## config.mk

```make
export PLATFORM = sky130hd
export DESIGN_NAME = mvm_stream_array_flat
export DESIGN_NICKNAME = d
export VERILOG_FILES = /design/src/rtl/mvm_pkg.sv /design/src/rtl/mvm_stream_array_if.sv /design/src/rtl/mvm_lane.sv /design/src/rtl/mvm_stream_array.sv /design/src/flat_wrapper.sv
export SDC_FILE = /design/constraint.sdc
export NUM_CORES = 2
export LEC_CHECK = 0
export CAP_MARGIN = 20
export CELL_PAD_IN_SITES_DETAIL_PLACEMENT = 0
export CELL_PAD_IN_SITES_GLOBAL_PLACEMENT = 1
export CORE_MARGIN = 10
export CORE_UTILIZATION = 50
export DETAILED_ROUTE_END_ITERATION = 12
export PLACE_DENSITY_LB_ADDON = 0.08
export SYNTH_ARGS = -nofsm -noshare
export SYNTH_HDL_FRONTEND = slang
export SYNTH_SLANG_ARGS = --single-unit
```

## constraint.sdc

```tcl
create_clock -name clk -period 11.1 [get_ports clk]
set_input_delay 1.665 -clock clk [delete_from_list [all_inputs] [get_ports clk]]
set_output_delay 1.665 -clock clk [all_outputs]
set_load 0.02 [all_outputs]
```

## src/rtl/mvm_pkg.sv

```systemverilog
// Shared types and helpers for the streaming matrix-vector multiplier.
// Holds the FSM state enum, accumulator sizing and the saturating narrowing function.
package mvm_pkg;

   typedef enum logic [2:0] {
      S_IDLE,
      S_LOAD_A,
      S_LOAD_X,
      S_COMPUTE,
      S_FLUSH,
      S_OUTPUT
   } state_e;

   function automatic int acc_w(input int k, input int b);
      return 2 * b + $clog2(k);
   endfunction

   // Counter width that never collapses to zero bits when the range is 1.
   function automatic int cw(input int n);
      return (n > 1) ? $clog2(n) : 1;
   endfunction

   function automatic logic signed [63:0] sat_narrow(input logic signed [63:0] v, input int ow);
      logic signed [63:0] hi;
      logic signed [63:0] lo;
      hi = (64'sd1 <<< (ow - 1)) - 64'sd1;
      lo = -hi - 64'sd1;
      if (v > hi)      return hi;
      else if (v < lo) return lo;
      else             return v;
   endfunction

endpackage

```

## src/rtl/mvm_stream_array_if.sv

```systemverilog
// Host-side load/compute/output bus of the matrix-vector multiplier.
// slave is the multiplier side, master is the host/consumer side.
interface mvm_stream_array_if #(parameter int B = 8) ();
   logic                  load_a;
   logic                  load_x;
   logic                  start;
   logic                  in_valid;
   logic signed [B-1:0]   in_data;
   logic                  out_valid;
   logic                  out_ready;
   logic signed [2*B-1:0] out_data;
   logic                  busy;
   logic                  done;

   modport slave (
      input  load_a, load_x, start, in_valid, in_data, out_ready,
      output out_valid, out_data, busy, done
   );

   modport master (
      output load_a, load_x, start, in_valid, in_data, out_ready,
      input  out_valid, out_data, busy, done
   );
endinterface

```

## src/rtl/mvm_lane.sv

```systemverilog
// One MAC lane: owns the A rows r with r % P == lane, runs read -> product -> accumulate,
// and keeps its y rows. Output narrowing saturates when MVM_SAT_EN is defined, else wraps.
module mvm_lane
   import mvm_pkg::*;
#(
   parameter int K     = 12,
   parameter int B     = 8,
   parameter int ROWS  = 12,
   parameter int ACC_W = acc_w(K, B)
) (
   input  logic                   clk,
   input  logic                   reset,
   input  logic                   a_we_i,
   input  logic [cw(ROWS*K)-1:0]  a_waddr_i,
   input  logic signed [B-1:0]    a_wdata_i,
   input  logic                   rd_en_i,
   input  logic [cw(ROWS*K)-1:0]  rd_addr_i,
   input  logic signed [B-1:0]    x_i,
   input  logic                   first_i,
   input  logic                   last_i,
   input  logic [cw(ROWS)-1:0]    pass_i,
   input  logic [cw(ROWS)-1:0]    y_raddr_i,
   output logic signed [2*B-1:0]  y_rdata_o
);

   localparam int OW = 2 * B;
   localparam int RW = cw(ROWS);

   logic signed [B-1:0]     a_mem [ROWS*K];
   logic signed [OW-1:0]    y_mem [ROWS];

   logic                    v1_q, v2_q;
   logic                    first1_q, last1_q, first2_q, last2_q;
   logic [RW-1:0]           pass1_q, pass2_q;
   logic signed [B-1:0]     a1_q, x1_q;
   logic signed [OW-1:0]    prod_q;
   logic signed [ACC_W-1:0] acc_q;
   logic signed [ACC_W-1:0] acc_base, prod_ext, acc_sum;
   logic signed [OW-1:0]    y_wr;

   always_comb begin
      acc_base = first2_q ? '0 : acc_q;
      prod_ext = ACC_W'(prod_q);
      acc_sum  = acc_base + prod_ext;
`ifdef MVM_SAT_EN
      y_wr     = OW'(sat_narrow(64'(acc_sum), OW));
`else
      y_wr     = acc_sum[OW-1:0];
`endif
   end

   always_ff @(posedge clk) begin
      if (reset) begin
         v1_q <= 1'b0;
         v2_q <= 1'b0;
      end else begin
         v1_q <= rd_en_i;
         v2_q <= v1_q;
      end
   end

   // Datapath and storage are deliberately left out of reset.
   always_ff @(posedge clk) begin
      if (a_we_i) a_mem[a_waddr_i] <= a_wdata_i;
      a1_q     <= a_mem[rd_addr_i];
      x1_q     <= x_i;
      first1_q <= first_i;
      last1_q  <= last_i;
      pass1_q  <= pass_i;
      prod_q   <= OW'(a1_q) * OW'(x1_q);
      first2_q <= first1_q;
      last2_q  <= last1_q;
      pass2_q  <= pass1_q;
      if (v2_q) acc_q <= acc_sum;
      if (v2_q && last2_q) y_mem[pass2_q] <= y_wr;
   end

   assign y_rdata_o = y_mem[y_raddr_i];

endmodule

```

## src/rtl/mvm_stream_array.sv

```systemverilog
// Signed matrix-vector multiplier y = A*x with P parallel lanes and a valid/ready result stream.
// Build option MVM_SAT_EN selects saturating rather than wrapping output narrowing.
//
// state     | meaning
// IDLE      | waiting for load_a / load_x / start (that priority)
// LOAD_A    | writing M*K words of A row-major on in_valid
// LOAD_X    | writing K words of x on in_valid
// COMPUTE   | issuing (M/P)*K reads, one column per cycle for every lane
// FLUSH     | two cycles to drain the MAC pipeline into y storage
// OUTPUT    | streaming y[0..M-1] under out_ready backpressure
module mvm_stream_array
   import mvm_pkg::*;
#(
   parameter int K = 12,
   parameter int M = 12,
   parameter int P = 1,
   parameter int B = 8
) (
   input logic               clk,
   input logic               reset,
   mvm_stream_array_if.slave bus
);

   localparam int ROWS  = M / P;
   localparam int ACC_W = acc_w(K, B);
   localparam int OW    = 2 * B;
   localparam int CW    = cw(K);
   localparam int LW    = cw(P);
   localparam int RW    = cw(ROWS);
   localparam int AW    = cw(ROWS * K);

   state_e               state_q, state_d;
   logic [CW-1:0]        ld_col_q, ld_col_d;
   logic [LW-1:0]        ld_lane_q, ld_lane_d;
   logic [RW-1:0]        ld_row_q, ld_row_d;
   logic [CW-1:0]        cmp_col_q, cmp_col_d;
   logic [RW-1:0]        cmp_pass_q, cmp_pass_d;
   logic                 flush_q, flush_d;
   logic [LW-1:0]        out_lane_q, out_lane_d;
   logic [RW-1:0]        out_idx_q, out_idx_d;
   logic                 out_valid_q, out_valid_d;
   logic signed [OW-1:0] out_data_q, out_data_d;
   logic                 done_q, done_d;

   logic [P-1:0]         a_we;
   logic                 x_we;
   logic                 rd_en;
   logic                 out_last;
   logic [LW-1:0]        rd_lane;
   logic [RW-1:0]        rd_idx;
   logic [AW-1:0]        a_waddr, rd_addr;
   logic signed [B-1:0]  x_mem [K];
   logic signed [OW-1:0] y_rd [P];

   assign a_waddr = AW'(int'(ld_row_q) * K + int'(ld_col_q));
   assign rd_addr = AW'(int'(cmp_pass_q) * K + int'(cmp_col_q));

   // Row to present next: advances on a handshake so the output register reloads without a bubble.
   always_comb begin
      rd_lane  = out_lane_q;
      rd_idx   = out_idx_q;
      out_last = (out_lane_q == LW'(P - 1)) && (out_idx_q == RW'(ROWS - 1));
      if (state_q == S_OUTPUT && out_valid_q && bus.out_ready && !out_last) begin
         if (out_lane_q == LW'(P - 1)) begin
            rd_lane = '0;
            rd_idx  = out_idx_q + RW'(1);
         end else begin
            rd_lane = out_lane_q + LW'(1);
         end
      end
   end

   always_comb begin
      state_d     = state_q;
      ld_col_d    = ld_col_q;
      ld_lane_d   = ld_lane_q;
      ld_row_d    = ld_row_q;
      cmp_col_d   = cmp_col_q;
      cmp_pass_d  = cmp_pass_q;
      flush_d     = flush_q;
      out_lane_d  = out_lane_q;
      out_idx_d   = out_idx_q;
      out_valid_d = out_valid_q;
      out_data_d  = out_data_q;
      done_d      = 1'b0;
      a_we        = '0;
      x_we        = 1'b0;
      rd_en       = 1'b0;
      case (state_q)
         S_IDLE: begin
            ld_col_d    = '0;
            ld_lane_d   = '0;
            ld_row_d    = '0;
            cmp_col_d   = '0;
            cmp_pass_d  = '0;
            flush_d     = 1'b0;
            out_lane_d  = '0;
            out_idx_d   = '0;
            out_valid_d = 1'b0;
            if (bus.load_a)      state_d = S_LOAD_A;
            else if (bus.load_x) state_d = S_LOAD_X;
            else if (bus.start)  state_d = S_COMPUTE;
         end
         S_LOAD_A: begin
            if (bus.in_valid) begin
               a_we[ld_lane_q] = 1'b1;
               if (ld_col_q == CW'(K - 1)) begin
                  ld_col_d = '0;
                  if (ld_lane_q == LW'(P - 1)) begin
                     ld_lane_d = '0;
                     if (ld_row_q == RW'(ROWS - 1)) state_d  = S_IDLE;
                     else                           ld_row_d = ld_row_q + RW'(1);
                  end else begin
                     ld_lane_d = ld_lane_q + LW'(1);
                  end
               end else begin
                  ld_col_d = ld_col_q + CW'(1);
               end
            end
         end
         S_LOAD_X: begin
            if (bus.in_valid) begin
               x_we = 1'b1;
               if (ld_col_q == CW'(K - 1)) state_d  = S_IDLE;
               else                        ld_col_d = ld_col_q + CW'(1);
            end
         end
         S_COMPUTE: begin
            rd_en = 1'b1;
            if (cmp_col_q == CW'(K - 1)) begin
               cmp_col_d = '0;
               if (cmp_pass_q == RW'(ROWS - 1)) state_d    = S_FLUSH;
               else                             cmp_pass_d = cmp_pass_q + RW'(1);
            end else begin
               cmp_col_d = cmp_col_q + CW'(1);
            end
         end
         S_FLUSH: begin
            flush_d = 1'b1;
            if (flush_q) state_d = S_OUTPUT;
         end
         S_OUTPUT: begin
            out_lane_d = rd_lane;
            out_idx_d  = rd_idx;
            if (!out_valid_q) begin
               out_valid_d = 1'b1;
               out_data_d  = y_rd[rd_lane];
            end else if (bus.out_ready) begin
               if (out_last) begin
                  out_valid_d = 1'b0;
                  done_d      = 1'b1;
                  state_d     = S_IDLE;
               end else begin
                  out_data_d  = y_rd[rd_lane];
               end
            end
         end
         default: state_d = S_IDLE;
      endcase
   end

   always_ff @(posedge clk) begin
      if (reset) begin
         state_q     <= S_IDLE;
         ld_col_q    <= '0;
         ld_lane_q   <= '0;
         ld_row_q    <= '0;
         cmp_col_q   <= '0;
         cmp_pass_q  <= '0;
         flush_q     <= 1'b0;
         out_lane_q  <= '0;
         out_idx_q   <= '0;
         out_valid_q <= 1'b0;
         out_data_q  <= '0;
         done_q      <= 1'b0;
      end else begin
         state_q     <= state_d;
         ld_col_q    <= ld_col_d;
         ld_lane_q   <= ld_lane_d;
         ld_row_q    <= ld_row_d;
         cmp_col_q   <= cmp_col_d;
         cmp_pass_q  <= cmp_pass_d;
         flush_q     <= flush_d;
         out_lane_q  <= out_lane_d;
         out_idx_q   <= out_idx_d;
         out_valid_q <= out_valid_d;
         out_data_q  <= out_data_d;
         done_q      <= done_d;
      end
   end

   always_ff @(posedge clk) begin
      if (x_we) x_mem[ld_col_q] <= bus.in_data;
   end

   for (genvar j = 0; j < P; j++) begin : g_lane
      mvm_lane #(
         .K     (K),
         .B     (B),
         .ROWS  (ROWS),
         .ACC_W (ACC_W)
      ) u_lane (
         .clk       (clk),
         .reset     (reset),
         .a_we_i    (a_we[j]),
         .a_waddr_i (a_waddr),
         .a_wdata_i (bus.in_data),
         .rd_en_i   (rd_en),
         .rd_addr_i (rd_addr),
         .x_i       (x_mem[cmp_col_q]),
         .first_i   (cmp_col_q == '0),
         .last_i    (cmp_col_q == CW'(K - 1)),
         .pass_i    (cmp_pass_q),
         .y_raddr_i (rd_idx),
         .y_rdata_o (y_rd[j])
      );
   end

   assign bus.out_valid = out_valid_q;
   assign bus.out_data  = out_data_q;
   assign bus.busy      = (state_q != S_IDLE);
   assign bus.done      = done_q;

endmodule

```

## src/flat_wrapper.sv

```systemverilog
// flat-port wrapper written by rule: the top's interface ports become plain ports
module mvm_stream_array_flat import mvm_pkg::*;
#(
   parameter int K = 12,
   parameter int M = 12,
   parameter int P = 1,
   parameter int B = 8
)
  (clk, reset, bus_load_a, bus_load_x, bus_start, bus_in_valid, bus_in_data, bus_out_ready, bus_out_valid, bus_out_data, bus_busy, bus_done);
  mvm_stream_array_if #(.B(B)) bus_i ();
  input logic clk;
  input logic reset;
  input wire logic [$bits(bus_i.load_a)-1:0] bus_load_a;
  input wire logic [$bits(bus_i.load_x)-1:0] bus_load_x;
  input wire logic [$bits(bus_i.start)-1:0] bus_start;
  input wire logic [$bits(bus_i.in_valid)-1:0] bus_in_valid;
  input wire logic [$bits(bus_i.in_data)-1:0] bus_in_data;
  input wire logic [$bits(bus_i.out_ready)-1:0] bus_out_ready;
  output wire logic [$bits(bus_i.out_valid)-1:0] bus_out_valid;
  output wire logic [$bits(bus_i.out_data)-1:0] bus_out_data;
  output wire logic [$bits(bus_i.busy)-1:0] bus_busy;
  output wire logic [$bits(bus_i.done)-1:0] bus_done;
  assign bus_i.load_a = bus_load_a;
  assign bus_i.load_x = bus_load_x;
  assign bus_i.start = bus_start;
  assign bus_i.in_valid = bus_in_valid;
  assign bus_i.in_data = bus_in_data;
  assign bus_i.out_ready = bus_out_ready;
  assign bus_out_valid = bus_i.out_valid;
  assign bus_out_data = bus_i.out_data;
  assign bus_busy = bus_i.busy;
  assign bus_done = bus_i.done;
  mvm_stream_array #(.K(K), .M(M), .P(P), .B(B)) u_core (.clk(clk), .reset(reset), .bus(bus_i));
endmodule
```

# --- Yosys cells after proc, flatten, opt, wreduce, memory -nomap -nowiden ---
# Memories as Yosys holds them, arrays and structs flattened. A register that Yosys moved wholly into a read port is not among the register bits.
# Index checks and enable logic that the tools add are counted.
# Widths: inputs -> output; s select.
totals:
  register_bits: 94
  mem_bits_rw: 1440
  output_inout_bits: 19
  wordCells: 159
  mem_count: 3
memory_table:
  columns: ["memory", "depth", "word_bits", "read_ports", "rd_ports_with_merged_regs", "write_ports", "line", "rtl"]
  rows:
  - ["u_core.g_lane[0].u_lane.a_mem", 144, 8, 1, 1, 1, "mvm_lane.sv:29", "logic signed [B-1:0] a_mem [ROWS*K];"]
  - ["u_core.g_lane[0].u_lane.y_mem", 12, 16, 1, 0, 1, "mvm_lane.sv:30", "logic signed [OW-1:0] y_mem [ROWS];"]
  - ["u_core.x_mem", 12, 8, 1, 1, 1, "mvm_stream_array.sv:52", "logic signed [B-1:0] x_mem [K];"]
op_classes:
  add_sub_neg: 10
  mul: 3
  order_cmp: 3
  n_eq_ne: 28
  muxes: 64
  n_bitwise: 4
  n_reduce_logical: 22
op_table:
  columns: ["cell", "count"]
  rows:
  - ["$mux 16", 4]
  - ["$mux 4", 13]
  - ["$mux 3", 15]
  - ["$pmux 4 s2", 4]
  - ["$mux 1", 21]
  - ["$add 20x16->20", 1]
  - ["$add 4x1->4 const B", 5]
  - ["$eq 4x4->1 const B", 5]
  - ["$mux 20", 1]
  - ["$ne 2x2->1 const B", 10]
  - ["$pmux 3 s6", 1]
  - ["$add 8x5->8", 2]
  - ["$mul 8x8->16", 1]
  - ["$ne 2x1->1 const B", 7]
  - ["$reduce_and 13->1", 1]
  - ["$mul 4x2->6 const B", 2]
  - ["$pmux 4 s3", 1]
  - ["$reduce_and 3->1", 3]
  - ["$pmux 1 s2", 4]
  - ["$reduce_bool 2->1", 4]
  - ["$eq 3x2->1 const B", 2]
  - ["$eq 3x3->1 const B", 2]
  - ["$logic_and 1x1->1", 6]
  - ["$reduce_bool 3->1", 2]
  - ["12 further kinds", 17]

# --- Longest topological paths before layout ---
logic_depth:
  depth_word: 10
  mapped_depth: 17

# --- Hierarchy ---
# Synthesis repeated with hierarchy kept, for this count alone.
unflattened:
  hier_cells: 3334
  hier_area_um2: 63135.6
modules_own_cells:
  columns: ["mod", "instances", "cells_each", "area_per_inst_um2", "seq_area_each_um2"]
  rows:
  - ["mvm_lane", 1, 2796, 56361.6, 41760.1]
  - ["mvm_stream_array", 1, 538, 6774.0, 3823.7]

# --- Worst setup path before layout ---
# OpenSTA, ideal clock, no wires.
synth_path:
  kind: "reg2reg"
  startpoint: "register u_core.g_lane[0].u_lane.a1_q[5], read port of u_core.g_lane[0].u_lane.a_mem"
  endpoint: "register u_core.g_lane[0].u_lane.prod_q[14]"
  setup_ns: 0.106
  arrival_time_ns: 3.946
  setup_slack_ns: 7.048
  path_stages_with_launch: 17
  n_path_buf: 0
  period_less_slack_ns: 4.052
  cell_sequence: "dfxtp_1 > and2_1 > fa_1 > inv_1 > fa_1 > inv_1 > fa_1 > inv_1 > fa_1 > inv_1 > ha_1 > o21ai_0 > a21boi_0 > o21ai_0 > a21oi_1 > o21a_1 > o311ai_0"
synth_via:
  elab_chain_cells: 1
synth_rtl:
  columns: ["item", "line", "rtl"]
  rows:
  - ["start: declaration", "mvm_lane.sv:35", "logic signed [B-1:0] a1_q, x1_q;"]
  - ["$mul 8x8->16", "mvm_lane.sv:70", "prod_q <= OW'(a1_q) * OW'(x1_q);"]
  - ["end signal: assignment", "mvm_lane.sv:70", null]
  - ["end: declaration", "mvm_lane.sv:36", "logic signed [OW-1:0] prod_q;"]
# No other way between the ends.
# A chain may end at the register's enable or synchronous reset.

# --- Worst setup path after layout ---
layout_path:
  startpoint: "register u_core.g_lane[0].u_lane.a1_q[3], read port of u_core.g_lane[0].u_lane.a_mem"
  endpoint: "register u_core.g_lane[0].u_lane.prod_q[14]"
# The elaborated chain is that of the path after synthesis.

==> results.yml <==
synthesis:
  synthSimpleGateAreaFrac: 0.0497
  synth_fa_ha_area_frac: 0.0318
  yosys.area.top_type: "edfxtp_1"
  synthTopCellsByArea: "edfxtp_1 (69%), mux4_2 (11%), dfxtp_1 (2.8%), fa_1 (1.9%), mux2i_1 (1.7%)"
  synth_area_um2: 63400
  synth_top_area_frac: 0.689
  synth_flop_cell: "edfxtp_1"
  syn_nets: 3590
  yosysWarningCount: 0
  synth_top_family_by_area: "multiplexers"
  ys_top_cells_by_count: "edfxtp_1 (1456), mux4_2 (316), nor2_1 (284), nand2_1 (129), mux2i_1 (108)"
  ys_ff_latch: 1545
  async_flop_share: 0
  synthXorXnorAreaFrac: 0.00691
  synth_enable_flop_cells: 1456
  synth_seq_area_share: 0.718
  synth_cells: 3450
  synth_compound_area_frac: 0.0323
  postSynthAreaPerCell_um2: 18.4
  synth_cell_types: 70
  synth.most_common_cell: "edfxtp_1"
  synthMuxAreaShare: 0.143
drt:
  post_drt_wl_per_cell_um: 29.5
  drt-initial-drc-count: 3329
  routed_via_density: 6.10
  drc_errors: 0
  drt-pass1-iter-count: 7
  met2_length_mm: 76.6
  highest_layer: "met5"
  wl_met1_mm: 65.3
  wirelength_mm: 157
  vias: 32500
  wl_met3_mm: 9.55
  drtAntennaViolNets: 0
clock_network:
  clkTransAtPathRegs_ps: 60
  post_cts_buffers: 0
  numCtsBuffers: 158
  root_buffer: "clkbuf_16"
  cts_resized: 0
  cts_buffer_depth: 3
  postCtsHoldBufs: 0
  clock_tree.htree_level_count: 4
  tritoncts_num_sinks: 1545
  worstSkewPairLatency_ps: 800
  cts_tree: "yes"
final_layout:
  multiInputGateArea_um2: 16800
  seq_area_um2: 45500
  fillers: 9507
  drive_gt1_frac: 0.194
  fin_nets: 3694
  areaGrowthSynthToFinish_pct: 11.8
sta:
  setup_ws_ps: 6250
  timing.setup.tns_ps: 0
  fin_crit_ps: 4850
  finalHoldViolations: 0
  relSlewSlack: 0.215
  skew_ps: 39.9
  worstMarginPinSlew_ps: 1170
  setup_viol: 0
  slew_viol_final: 0
  fin_crit_sh: 0.437
  rsz0062_at_grt: "no"
  clock.fmax_mhz: 206
grt:
  grt_max_degree: 112
  grt_pass1_vias: 33600
  grt_pass1_wl_mm: 233
  grt-ovfl-total: 0
  grtUsageTotal: 0.223
  antenna_found_initial: 5
placed_design:
  portBuffers: 33
  dp_hpwl_mm: 98.7
  dpl_worst_slack_ps: 5670
  globalplace.congestion: 0.858
critical_path:
  r2r_cells: 16
  cp.required_ps: 11770
  crit_path_start: "u_core.g_lane[0].u_lane.a1_q[3]"
  crit_type: "flip-flop to flip-flop"
  start_kind: "flip-flop"
  cp_max_fo: 8
  endpoint_kind: "flip-flop"
  timing.rr.start: "u_core.g_lane[0].u_lane.a1_q[3]"
  arrival_ps: 5520
power:
  total_power_mw: 14.1
  cellPowerDensity_nw_per_um2: 199
  ir_drop_uv: 198
  power.leakage_nw: 22.4
outcome:
  status: "completed"
die:
  die_w_um: 376
  core_region_area_um2: 126000
  start_util: 0.504
  die_y_um: 376
  die-area_um2: 141000
  rows: 130
  io-pin-count: 34
min_path:
  min_from: "u_core.g_lane[0].u_lane.pass1_q[2]"
  hold_depth: 0
  hold_path.class: "flip-flop to flip-flop"
flow_run:
  drv_cap: 0
through the flow:
stage                     cell area, µm²  hold slack (ps)  instances  utilization
final                              70900              323       5332        0.564
after global routing               70900              330       5330        0.564
after CTS                          70900              324       5325        0.564
after detailed placement           65700              313       5039        0.523
after global placement             65600              313       5033        0.522
after floorplan                    63400              310       3450            -
power by group:
group,total (mW),switching (mW),internal (mW)
Clock,5.25,2.20,3.05
Combinational,2.18,1.30,0.877
Sequential,6.67,0.0811,6.59
Total,14.1,3.58,10.5
cell usage in the layout, fill, tap and decap left out, drive strengths merged, types with 15 or more instances in the layout:
master         instances
a221oi                25
clkdlybuf4s50         25
mux4                 321
buf                   82
nand2                129
xnor2                 33
and3                  25
nor2                 284
a21oi                 40
dfxtp                 89
o31ai                 22
a211oi                28
clkbuf               196
o221ai                17
nand3                 47
o22ai                 39
nor3                  30
clkinv                66
nor2b                 36
bufinv                15
edfxtp              1456
and2                  61
nand2b                15
inv                  113
fa                    60
ha                    65
mux2                  64
o21ai                 51
mux2i                108
a22oi                 29
final timing paths:
check                                                           to  slack [ps]
worst max-delay path            u_core.g_lane[0].u_lane.prod_q[14]        6250
worst min-delay path            u_core.g_lane[0].u_lane.pass2_q[2]         320
worst max register to register  u_core.g_lane[0].u_lane.prod_q[14]        6250
worst min register to register  u_core.g_lane[0].u_lane.pass2_q[2]         320
flip-flops by register name, summed over array words and instances (netlist names), 8 cells and up:
| signal | cells |
|---|---|
| u_core.g_lane.u_lane.a_mem | 1152 |
| u_core.g_lane.u_lane.y_mem | 192 |
| u_core.x_mem | 96 |
| u_core.bus.out_data | 16 |
| u_core.g_lane.u_lane.acc_q | 16 |
| u_core.g_lane.u_lane.prod_q | 16 |
| u_core.g_lane.u_lane.a1_q | 8 |
| u_core.g_lane.u_lane.x1_q | 8 |
area by class of cell:
class	instances	area share
Antenna cell	2	0.0000706
Inverter	109	0.00581
Clock buffer	196	0.0596
Sequential cell	1545	0.642
Timing Repair Buffer	108	0.0137
Multi-Input combinational cell	1632	0.237
Tap cell	1650	0.0291
Clock inverter	90	0.0127
logic make-up after synthesis:
kind of cell / after synthesis
multiplexers: 493
buffers and inverters: 273
AO/OA/AOI/OAI: 295
AND/OR/NAND/NOR: 673
flip-flops: 1545
adder cells (fa/ha/maj): 125
XOR/XNOR: 46
metal layers:
metal  up-vias  global-route usage
met5         -                   0
met4         6              0.0839
met3       285              0.0407
met2      1099               0.363
met1     17200               0.301
li1      13900                   -
worst max-delay path: stages, from the launching register on:
cell and delay [ps]:
dfxtp_1 760, nand2_1 190, fa_1 450, inv_1 80, fa_1 410, inv_1 90
fa_1 400, fa_1 490, inv_1 50, ha_1 310, nor2b_1 140, o21ai_0 220
a21boi_0 160, o21ai_0 260, a21oi_1 170, o21a_1 220, o311ai_0 320
No activity file was read; power rests on OpenSTA's default activity.
